**src/rtl/vx_priority_dispatcher.sv**
```systemverilog
// vx_priority_dispatcher: credit-based 1-to-N stream dispatcher.
// Each accepted item is steered to the lowest-index lane holding a free credit
// and parked in a single-entry registered output stage until that lane is ready.
// Credits are reserved at accept time and handed back through credit_return.
// Optional feature: define VX_DISPATCH_LOCK_EN to pin dispatch to one lane
// (chosen by the first accept) until an unlock pulse releases it.
module vx_priority_dispatcher #(
    parameter int NUM_LANES     = 4,
    parameter int DATA_WIDTH    = 32,
    parameter int CREDITS       = 2,
    parameter int LOG_NUM_LANES = (NUM_LANES > 1) ? $clog2(NUM_LANES) : 1,
    parameter int CREDIT_W      = $clog2(CREDITS + 1)
) (
    input  logic                     clk,
    input  logic                     reset,
    input  logic                     valid_in,
    input  logic [DATA_WIDTH-1:0]    data_in,
    output logic                     ready_in,
    input  logic                     unlock,
    output logic [NUM_LANES-1:0]     valid_out,
    output logic [DATA_WIDTH-1:0]    data_out,
    input  logic [NUM_LANES-1:0]     ready_out,
    output logic [LOG_NUM_LANES-1:0] lane_index,
    input  logic [NUM_LANES-1:0]     credit_return,
    output logic [NUM_LANES-1:0]     credit_avail
);

    localparam int CW1 = CREDIT_W + 1;

    logic [CREDIT_W-1:0]      credit_q [NUM_LANES];
    logic [CREDIT_W-1:0]      credit_d [NUM_LANES];
    logic [NUM_LANES-1:0]     creditOverflow;

    logic                     full_q;
    logic                     full_d;
    logic [DATA_WIDTH-1:0]    data_q;
    logic [DATA_WIDTH-1:0]    data_d;
    logic [LOG_NUM_LANES-1:0] target_q;
    logic [LOG_NUM_LANES-1:0] target_d;

    logic [LOG_NUM_LANES-1:0] selFree;
    logic [LOG_NUM_LANES-1:0] sel;
    logic                     anyCredit;
    logic                     creditOk;
    logic                     fire;
    logic                     accept;

    // Lane i advertises availability whenever its registered counter is nonzero.
    always_comb begin
        for (int i = 0; i < NUM_LANES; i++) begin
            credit_avail[i] = (credit_q[i] != '0);
        end
    end

    assign anyCredit = |credit_avail;

    // Pick the lowest-index lane with a registered credit; scanning downward lets the lowest win.
    always_comb begin
        selFree = '0;
        for (int i = NUM_LANES - 1; i >= 0; i--) begin
            if (credit_q[i] != '0) begin
                selFree = LOG_NUM_LANES'(i);
            end
        end
    end

`ifdef VX_DISPATCH_LOCK_EN
    logic                     locked_q;
    logic [LOG_NUM_LANES-1:0] lockLane_q;

    assign sel      = locked_q ? lockLane_q : selFree;
    assign creditOk = locked_q ? (credit_q[lockLane_q] != '0) : anyCredit;

    // The first accept while unlocked latches its lane; unlock releases it at the next edge.
    always_ff @(posedge clk or negedge reset) begin
        if (!reset) begin
            locked_q   <= 1'b0;
            lockLane_q <= '0;
        end else if (unlock) begin
            locked_q   <= 1'b0;
        end else if (accept && !locked_q) begin
            locked_q   <= 1'b1;
            lockLane_q <= sel;
        end
    end
`else
    logic unused_unlock;

    assign unused_unlock = unlock;
    assign sel           = selFree;
    assign creditOk      = anyCredit;
`endif

    assign fire     = full_q && ready_out[target_q];
    assign ready_in = (!full_q || fire) && creditOk;
    assign accept   = valid_in && ready_in;

    // Output stage loads on accept and empties on a fire with no replacement; a held item never re-steers.
    always_comb begin
        full_d   = full_q;
        data_d   = data_q;
        target_d = target_q;
        if (accept) begin
            full_d   = 1'b1;
            data_d   = data_in;
            target_d = sel;
        end else if (fire) begin
            full_d   = 1'b0;
        end
    end

    // Consume on accept, add on return; a return beyond capacity saturates and is flagged.
    always_comb begin
        for (int i = 0; i < NUM_LANES; i++) begin
            logic [CW1-1:0] wide;
            wide = {1'b0, credit_q[i]}
                 - CW1'(accept && (sel == LOG_NUM_LANES'(i)))
                 + CW1'(credit_return[i]);
            creditOverflow[i] = (wide > CW1'(CREDITS));
            credit_d[i]       = creditOverflow[i] ? CREDIT_W'(CREDITS) : wide[CREDIT_W-1:0];
        end
    end

    // All dispatcher state; reset drops any held item and refills every lane.
    always_ff @(posedge clk or negedge reset) begin
        if (!reset) begin
            full_q   <= 1'b0;
            data_q   <= '0;
            target_q <= '0;
            for (int i = 0; i < NUM_LANES; i++) begin
                credit_q[i] <= CREDIT_W'(CREDITS);
            end
        end else begin
            full_q   <= full_d;
            data_q   <= data_d;
            target_q <= target_d;
            for (int i = 0; i < NUM_LANES; i++) begin
                credit_q[i] <= credit_d[i];
            end
        end
    end

    assign valid_out  = full_q ? (NUM_LANES'(1) << target_q) : '0;
    assign data_out   = data_q;
    assign lane_index = target_q;

    // Returning more credits than a lane owns is a downstream protocol error.
    creditOverflowCheck: assert property (@(posedge clk) disable iff (!reset) creditOverflow == '0);

endmodule

```
**config.mk**
```make
export PLATFORM = sky130hd
export DESIGN_NAME = vx_priority_dispatcher
export DESIGN_NICKNAME = d
export VERILOG_FILES = /design/src/rtl/vx_priority_dispatcher.sv
export SDC_FILE = /design/constraint.sdc
export NUM_CORES = 1
export LEC_CHECK = 0
export ABC_AREA = 1
export BUFFER_PORTS_ARGS = -buffer_cell sky130_fd_sc_hd__buf_2
export CAP_MARGIN = 30
export CORE_MARGIN = 10
export CORE_UTILIZATION = 45
export CTS_CLUSTER_DIAMETER = 50
export DETAILED_ROUTE_END_ITERATION = 10
export HOLD_SLACK_MARGIN = 0.03
export PLACE_DENSITY = 0.77
export SYNTH_ARGS = -nofsm -noshare
export SYNTH_HDL_FRONTEND = slang
export SYNTH_SLANG_ARGS = --single-unit
```
**constraint.sdc**
```tcl
create_clock -name clk -period 3 [get_ports clk]
set_input_delay 0.15 -clock clk [delete_from_list [all_inputs] [get_ports clk]]
set_output_delay 0.15 -clock clk [all_outputs]
set_load 0.01 [all_outputs]
```
==> results of run 1 <==
[cell families (layout without fill, tap and decap cells)]
kind of cell | Yosys count | in the layout
AND/OR/NAND/NOR | 135 | 135
flip-flops | 43 | 43
buffers and inverters | 41 | 128
adder cells (fa/ha/maj) | 12 | 12
AO/OA/AOI/OAI | 10 | 10
[power by group through the flow]
| stage | logic, mW | registers [mW] | clock network, mW |
|---|---|---|---|
| 5_1_grt | 1.25 | 1.04 | 0.386 |
| 4_1_cts | 1.11 | 1.00 | 0.358 |
| 3_5_place_dp | 1.11 | 1.01 | 0 |
| 2_1_floorplan | 0.567 | 1.11 | 0 |
| 6_report | 1.08 | 1.00 | 0.346 |
| 3_3_place_gp | 1.07 | 1.00 | 0 |
[layer usage]
| metal | vias to the layer above | track usage (%) | part of all wire (%) | wire [um] |
|---|---|---|---|---|
| met5 | - | 0 | 0 | 0 |
| met1 | 876 | 17.2 | 44 | 2330 |
| met3 | 4 | 5.42 | 9.9 | 529 |
| li1 | 955 | - | - | - |
| met2 | 68 | 22.9 | 45 | 2410 |
| met4 | 0 | 4.41 | 1.1 | 58 |
[through the flow]
step / utilization [%] / worst slack (ns)
final: 60.2 / 0.400
after global routing: 60.2 / 0.140
after CTS: 59.5 / 0.370
after detailed placement: 57.7 / 0.395
after global placement: 57.7 / 0.470
after floorplan: - / 0.530
[state kept, by name, indices dropped and copies added (netlist names)]
name	cells
credit_q	8
lane_index	2
full_q	1
data_out	32
[timing repair]
item,CTS,global route
hold buffers,0,1
endpoints found under the setup margin,0,0
hold endpoints to repair,0,39
[area by class of cell]
cell class / count / area share, %
Sequential cell: 43 / 40.2
Multi-Input combinational cell: 157 / 32.2
Timing Repair Buffer: 92 / 18.3
Inverter: 28 / 3.91
Clock buffer: 7 / 2.84
Tap cell: 52 / 2.42
Clock inverter: 1 / 0.186
[critical path: stages (launching register included)]
cell	delay, ns
dfstp_2	0.54
inv_1	0.06
nand2_1	0.11
nor2_2	0.07
nand2_2	0.24
nand4_1	0.18
nor2_1	0.13
ha_1	0.23
inv_1	0.05
ha_1	0.15
fa_1	0.42
a21oi_1	0.12
o21ai_0	0.12
nor2_1	0.10
[placed cells by master, fill, tap and decap left out]
cell type / synthesis / final
inv_1: 27 / 27
buf_2: 6 / 85
dfstp_2: 4 / 4
fa_1: 4 / 4
o21ai_0: 4 / 4
buf_12: 0 / 1
a31oi_1: 1 / 1
nand2_1: 80 / 80
clkbuf_1: 3 / 2
nand4_1: 34 / 34
a21oi_1: 5 / 5
dlygate4sd3_1: 0 / 1
dfrtp_1: 39 / 39
buf_4: 0 / 5
ha_1: 8 / 8
nor2_2: 2 / 2
clkinv_2: 0 / 1
nor3_1: 4 / 4
clkbuf_8: 0 / 5
and2_1: 1 / 1
nand2_2: 1 / 1
nor2_1: 11 / 11
inv_2: 1 / 1
nand3_4: 2 / 2
[cell usage after synthesis]
| library cell | instances |
|---|---|
| nand2_1 | 80 |
| buf_2 | 6 |
| inv_1 | 27 |
| a21oi_1 | 5 |
| nand4_1 | 34 |
| fa_1 | 4 |
| nand3_4 | 2 |
| dfrtp_1 | 39 |
| ha_1 | 8 |
| o21ai_0 | 4 |
| clkbuf_1 | 3 |
| buf_6 | 3 |
| inv_2 | 1 |
| nor3_1 | 4 |
| a31oi_1 | 1 |
| and2_1 | 1 |
| nor2_2 | 2 |
| dfstp_2 | 4 |
| nand2_2 | 1 |
| buf_1 | 1 |
| nor2_1 | 11 |
[worst paths after layout]
check / start / slack [ns] / depth (start not counted) / endpoint
worst min register to register: data_out[12] / 0.47 / 2 / data_out[12]
worst min-delay path: data_in[29] / 0.11 / 3 / data_out[29]
worst max register to register: credit_q[1] / 0.40 / 13 / credit_q[4]
max in group asynchronous: reset / 2.32 / 3 / credit_q[5]
min in group asynchronous: reset / 0.21 / 2 / data_out[11]
worst max-delay path: credit_q[1] / 0.40 / 13 / credit_q[4]
==> impl_metrics.toml, run 1 <==
[outcome]
status = "finished clean"

[clocking]
h-tree-depth = 2
worstSkewPairLatency_ns = 0.28
cts_buffer_depth = 2
numCtsBuffers = 5
cts_root_buf = "clkbuf_8"
clk_pin_slew_worst_paths_ns = 0.08
cts_resized = 0
cts_tree = "done"
cts_sinks = 43
post_cts_buffers = 0

[synthesis]
syn_area_sq_mm = 0.00213
synth_top_cell_area_share_pct = 45.8
synthDistinctLibCells = 21
synth_compound_area_share_pct = 2.41
synthTopCellsByArea = "dfrtp_1, nand2_1, nand4_1"
yosysWarningCount = 0
synth_fp_nets = 297
yosys.area_share.adder_pct = 8.46
ys_seq_area_share_pct = 50.7
synthSimpleGateAreaFrac_pct = 29.8
syn_inst = 241
synth_top_area_cell = "dfrtp_1"
yosys.area_share.xor_xnor_pct = 0
synth.area.mux_share_pct = 0
syn_avg_cell_area_sq_um = 8.84
synth_seq_cells = 43
synth_top_family_by_area = "simple AND/OR/NAND/NOR gates"

[global_route]
grt_pass1_vias = 1906
grt_pass1_wl_mm = 8.98
antenna_found_initial = 0
grt_overflow_total = 0
grt_max_degree = 44
grtUsageTotal_pct = 14.2

[critical_path]
worst-path-max-fanout = 12
arrival_ns = 2.81
critical_path.startpoint_type = "register"
path_class = "register to register"
worst_ep_required_time_ns = 3.21
cp-end-kind = "register"

[layout]
final_nets = 383
final_cells = 380
drive_gt1_share_pct = 32.6
fill_cells = 409
multi_input_area_sq_um = 866
antennaDiodeCount = 0
ff_latch_area_sq_mm = 0.00108
syn_to_final_growth_pct = 26.3
final_cell_area_sq_mm = 0.00269

[placed_design]
numPortBuffers = 85
placed_cells = 370
hpwlAfterDp_mm = 4.01
dpl_cell_area_sq_mm = 0.00258
place.gp.congestion = 0.734

[power]
fin_total_pwr_mw = 2.43
ir_drop_v = 0.000450
power.density_mw_per_mm2 = 902
power_leakage_nw = 1.55
p_int_mw = 1.44
power_frac_seq_pct = 41.2
power_frac_comb_pct = 44.6
clkPwrFrac_pct = 14.2
switching_share_pct = 40.8
p_switching_mw = 0.990

[floorplanning]
die_height_um = 88.8
ios = 87
row_count = 24
core_sq_mm = 0.00447
die_area_sq_mm = 0.00789
start_util_pct = 47.6
dieWidth_um = 88.8

[drt]
drt-total-wl_mm = 5.33
first_pass_iters = 4
detail_route.wl_per_cell_um = 14.0
drc = 0
ant_nets = 0
num_vias = 1903
drt_iter0_drc = 65
vias_per_cell = 5.01

[timing]
drv_slew = 0
setup_viol = 0
finalCriticalPeriod_ns = 2.60
worst_pin_slew_ns = 0.398
max_freq_ghz = 0.385
slew_headroom_pct = 73.5
skew_ns = 0.00527
rsz0062_at_grt = "no"
hold_violations = 0
tns_ns = 0
period_share_pct = 86.7
whs_ns = 0.110

[worst_hold_path]
hold_path.class = "input port to register"

[job]
maxCapViolations = 0
Power figures use the tool's default switching activity.
==> inputs of run 2 (changes only) <==
--- a/config.mk
+++ b/config.mk
@@ -9,5 +9,4 @@
 export BUFFER_PORTS_ARGS = -buffer_cell sky130_fd_sc_hd__buf_2
 export CAP_MARGIN = 30
-export CORE_MARGIN = 10
 export CORE_UTILIZATION = 45
 export CTS_CLUSTER_DIAMETER = 50
==> constraint.sdc (replaced) <==
create_clock -name clk -period 3 [get_ports clk]
set_input_delay 0.15 -clock clk [delete_from_list [all_inputs] [get_ports clk]]
set_output_delay 0.15 -clock clk [all_outputs]
set_load 0.02 [all_outputs]
==> run 2 against run 1 <==
Flip-flop and latch count unchanged. Power grew 8.9%. Via count down 1.8%. Register-to-register slack better by 0.02 ns. Combinational power up 18%. Clock skew increased by 0.0021 ns. Non-clock buffer count down 1. Fmax grew 0.60%. Sequential power about the same. Die area fell by 36%. Utilization is 0.55 points higher. First-iteration DRC count up 88%.
==> impl_metrics.toml, run 2 (synthesis gave the netlist of run 1 again) <==
[timing]
hold_violations = 0
tns_ns = 0
slew_headroom_pct = 76.6
fin_ws_ns = 0.415
period_share_pct = 86.2
max_freq_ghz = 0.387
whs_ns = 0.108
rsz0062_at_grt = "no"
worst_pin_slew_ns = 0.350
setup_viol = 0
finalCriticalPeriod_ns = 2.58
drv_slew = 0
skew_ns = 0.00733

[floorplanning]
core_sq_mm = 0.00444
dieWidth_um = 70.8
ios = 87
die_height_um = 70.8
row_count = 24
die_area_sq_mm = 0.00501
start_util_pct = 47.9

[worst_hold_path]
hold_path.class = "input port to register"
min_path_cells = 3

[global_route]
top_usage_layer = "met2"
globalRouteMet3Util_pct = 4.42
antenna_found_initial = 0
grt_overflow_total = 0
grt_pass1_vias = 1776
use_met2_pct = 32.4
grt_pass1_wl_mm = 7.79
grtUsageTotal_pct = 19.4
grt_use_met1_pct = 25.6
grt_max_degree = 44

[drt]
drc = 0
detail_route.wl_per_cell_um = 11.9
ant_nets = 0
first_pass_iters = 6
num_vias = 1869
drt_iter0_drc = 122
vias_per_cell = 4.93
drt-total-wl_mm = 4.50

[critical_path]
critical_path.startpoint_type = "register"
cp-end-kind = "register"
endpoint = "credit_q[4]"
arrival_ns = 2.80
timing.rr.start = "lane_index[0]"
reg2reg_slack_ns = 0.42
worst_ep_required_time_ns = 3.22
worst-path-max-fanout = 21
rr_worst_depth = 14
startpoint = "lane_index[0]"
path_class = "register to register"
reg2reg_to = "credit_q[4]"

[clocking]
clk_pin_slew_worst_paths_ns = 0.08
cts_buffer_depth = 2
h-tree-depth = 2
worstSkewPairLatency_ns = 0.29
cts_resized = 0
cts_root_buf = "clkbuf_8"
cts_sinks = 43
numCtsBuffers = 5
cts_tree = "done"

[job]
maxCapViolations = 0

[placed_design]
place.gp.congestion = 0.748
placed_cells = 369
numPortBuffers = 85
pre_cts_ws_ns = 0.427
dpl_cell_area_sq_mm = 0.00257
hpwlAfterDp_mm = 3.19

[power]
clkPwrFrac_pct = 14.2
p_switching_mw = 1.18
power_frac_comb_pct = 47.9
fin_total_pwr_mw = 2.64
power_frac_seq_pct = 37.8
switching_share_pct = 44.6
power.density_mw_per_mm2 = 980
power_leakage_nw = 1.55
ir_drop_v = 0.000479
p_int_mw = 1.46

[layout]
drive_gt1_share_pct = 32.7
fin_util_pct = 60.7
syn_to_final_growth_pct = 26.6
ff_latch_area_sq_mm = 0.00108
final_nets = 382
antennaDiodeCount = 0
multi_input_area_sq_um = 866
largest_register_ffs = 32
final_cells = 379
fill_cells = 394
final_common_cell = "buf_2"
final_cell_area_sq_mm = 0.00270
mostFrequentLayoutCells = "buf_2, nand2_1, dfrtp_1"

[outcome]
status = "finished clean"
-- run 2: power by group through the flow --
stage	registers (mW)	logic, mW	clock network (mW)
2_1_floorplan	1.28	0.596	0
3_3_place_gp	1.00	1.25	0
3_5_place_dp	1.00	1.28	0
4_1_cts	1.00	1.28	0.389
5_1_grt	1.03	1.42	0.415
6_report	1.00	1.27	0.376
-- run 2: routing by layer --
| metal | up-vias | routed length [um] |
|---|---|---|
| met5 | - | 0 |
| met4 | 0 | 34 |
| met3 | 2 | 226 |
| met2 | 59 | 2180 |
| met1 | 858 | 2060 |
| li1 | 950 | - |
-- run 2: worst min-delay path by stage --
| stage | endpoint | slack (ns) | startpoint |
|---|---|---|---|
| floorplan | credit_q[0] | -0.15 | reset |
| global placement | data_out[15] | 0.33 | reset |
| detailed placement | data_out[15] | 0.35 | reset |
| CTS | data_out[4] | 0.10 | data_in[4] |
| global route | data_out[7] | 0.10 | data_in[7] |
| finish | data_out[4] | 0.11 | data_in[4] |
-- run 2: what timing repair did --
action | CTS | global route
endpoints found under the hold margin | 2 | 0
buffers inserted | 0 | 0
hold buffers | 1 | 0
-- run 2: worst max-delay path, cell delays in order (launching register included) --
cell and delay [ns]:
dfrtp_1 0.46, inv_2 0.08, nand2_1 0.06, nand2_1 0.05
nand2_1 0.09, nand3_4 0.24, nand4_1 0.21, nor2_1 0.07
ha_1 0.27, inv_1 0.04, ha_1 0.18, fa_1 0.44
a21oi_1 0.11, o21ai_0 0.13, nor2_1 0.11
-- run 2: cell type report --
type                            instances  area share, %
Clock buffer                            7           3.20
Timing Repair Buffer                   91           18.0
Multi-Input combinational cell        157           32.1
Inverter                               28           3.90
Sequential cell                        43           40.1
Clock inverter                          1          0.325
Tap cell                               52           2.41
==> inputs of run 3 (changes only) <==
- MAX_ROUTING_LAYER: not set -> met4
- REMOVE_ABC_BUFFERS: not set -> 1
==> run 3 against run 2 <==
Critical path depth is 1 lower. Clock skew is 0.00074 ns higher. First-iteration DRC count is 29% lower. Non-clock buffer count stayed put. Global-route usage is 1.4 points higher. Via count is 1.8% higher. Count of clock-buffer cells in the layout stayed put. Fmax is 0.70% higher. Final cell count stayed put. Die area stayed put. Cell area hardly changed. Critical path type unchanged. Largest cell class unchanged. Largest power group unchanged.
==> impl_metrics.toml, run 3 (synthesis gave the netlist of run 1 again) <==
[placed_design]
placed_cells = 370
place.gp.congestion = 0.811
numPortBuffers = 85
dpl_cell_area_sq_mm = 0.00258
hpwlAfterDp_mm = 3.30

[layout]
final_cells = 379
final_nets = 382
fill_cells = 419
multi_input_area_sq_um = 866
syn_to_final_growth_pct = 26.5
ff_latch_area_sq_mm = 0.00108
drive_gt1_share_pct = 32.4
largest_register_ffs = 32
mostFrequentLayoutCells = "buf_2, nand2_1, dfrtp_1"
final_cell_area_sq_mm = 0.00270
final_common_cell = "buf_2"
antennaDiodeCount = 0

[outcome]
status = "finished clean"

[clocking]
cts_tree = "done"
worstSkewPairLatency_ns = 0.29
cts_resized = 0
clk_pin_slew_worst_paths_ns = 0.08
post_cts_buffers = 0
h-tree-depth = 2
cts_sinks = 43
cts_buffer_depth = 2
numCtsBuffers = 5
cts_root_buf = "clkbuf_8"

[timing]
slew_headroom_pct = 38.9
period_share_pct = 85.6
worst_pin_slew_ns = 0.916
hold_violations = 0
drv_slew = 0
finalCriticalPeriod_ns = 2.57
setup_viol = 0
skew_ns = 0.00807
tns_ns = 0
max_freq_ghz = 0.390
rsz0062_at_grt = "no"

[critical_path]
worst-path-max-fanout = 3
path_class = "register to register"
worst_ep_required_time_ns = 3.23
cp_cell_sequence = "inv_1 > nand2_1 > nand2_1 > a21oi_1 > nand4_1 > nor2_1 > ha_1 > inv_1 > ha_1 > fa_1 > a21oi_1 > o21ai_0 > nor2_1"
cp_slowest_cell = "dfstp_2"
critPathTopFamily = "adder cells"
reg2reg_slack_ns = 0.43
crit_buf_inv = 2
critical_path.startpoint_type = "register"
arrival_ns = 2.80
cp-end-kind = "register"
slowest_delay_ns = 0.54

[drt]
drt-total-wl_mm = 4.59
ant_nets = 0
first_pass_iters = 6
vias_per_cell = 5.02
num_vias = 1903
drt_iter0_drc = 87
drc = 0
detail_route.wl_per_cell_um = 12.1

[power]
power.density_mw_per_mm2 = 1000
power_leakage_nw = 1.55
ir_drop_v = 0.000451

[floorplanning]
core_sq_mm = 0.00444
dieWidth_um = 70.8
ios = 87
start_util_pct = 47.9
die_height_um = 70.8
die_area_sq_mm = 0.00501
row_count = 24

[global_route]
grtUsageTotal_pct = 20.8
antenna_found_initial = 0
grt_overflow_total = 0
grt_pass1_wl_mm = 7.91
grt_max_degree = 44
grt_pass1_vias = 1756

[job]
maxCapViolations = 0

[worst_hold_path]
hold_path.class = "input port to register"
==> run 3: metrics by stage <==
step / util, % / hold slack, ns / setup slack, ns / total power [mW]
floorplan: - / -0.146 / 0.101 / 1.83
global placement: 58.1 / 0.348 / 0.515 / 2.25
detailed placement: 58.1 / 0.355 / 0.435 / 2.29
CTS: 60.7 / 0.0923 / 0.425 / 2.74
global route: 60.7 / 0.0974 / 0.160 / 2.94
finish: 60.7 / 0.101 / 0.433 / 2.70
==> run 3: worst register-to-register path: stages, from the launching register on <==
cell and delay, ns:
dfstp_2 0.54, inv_1 0.06, nand2_1 0.11, nand2_1 0.10, a21oi_1 0.18, nand4_1 0.18
nor2_1 0.14, ha_1 0.23, inv_1 0.06, ha_1 0.15, fa_1 0.41, a21oi_1 0.12
o21ai_0 0.13, nor2_1 0.10
==> run 3: per-layer routing <==
| layer | vias to the layer above | share of wire (%) | GRT usage, % |
|---|---|---|---|
| met3 | 8 | 5.2 | 5.27 |
| met1 | 878 | 48 | 27.2 |
| met5 | - | 0 | - |
| met4 | 0 | 1.5 | 6.00 |
| met2 | 68 | 45 | 32.2 |
| li1 | 949 | - | - |
==> run 3: path summary, 6_finish.rpt <==
path,end,cells after the start,startpoint
worst max-delay path,credit_q[0],13,credit_q[1]
worst min-delay path,data_out[9],3,data_in[9]
worst max register to register,credit_q[0],13,credit_q[1]
worst min register to register,data_out[6],2,data_out[6]
max in group asynchronous,data_out[25],2,reset
min in group asynchronous,data_out[0],2,reset
==> run 3: timing repair <==
item                                    4_1_cts  5_1_grt
hold endpoints to repair                     29        0
hold buffers                                  1        0
endpoints found under the setup margin        0        0
==> run 3: power breakdown <==
| group | total (mW) | leakage [nW] | switching, mW | internal, mW |
|---|---|---|---|---|
| clock network | 0.433 | 0.0524 | 0.184 | 0.249 |
| logic | 1.27 | 0.971 | 0.842 | 0.423 |
| registers | 1.00 | 0.528 | 0.152 | 0.852 |
==> run 3: layout make-up <==
class | count | area share, %
inverter | 28 | 3.90
timing repair buffer | 91 | 17.5
multi-input combinational | 157 | 32.1
sequential | 43 | 40.1
clock buffer | 7 | 2.83
tap | 52 | 2.41
clock inverter | 1 | 1.11
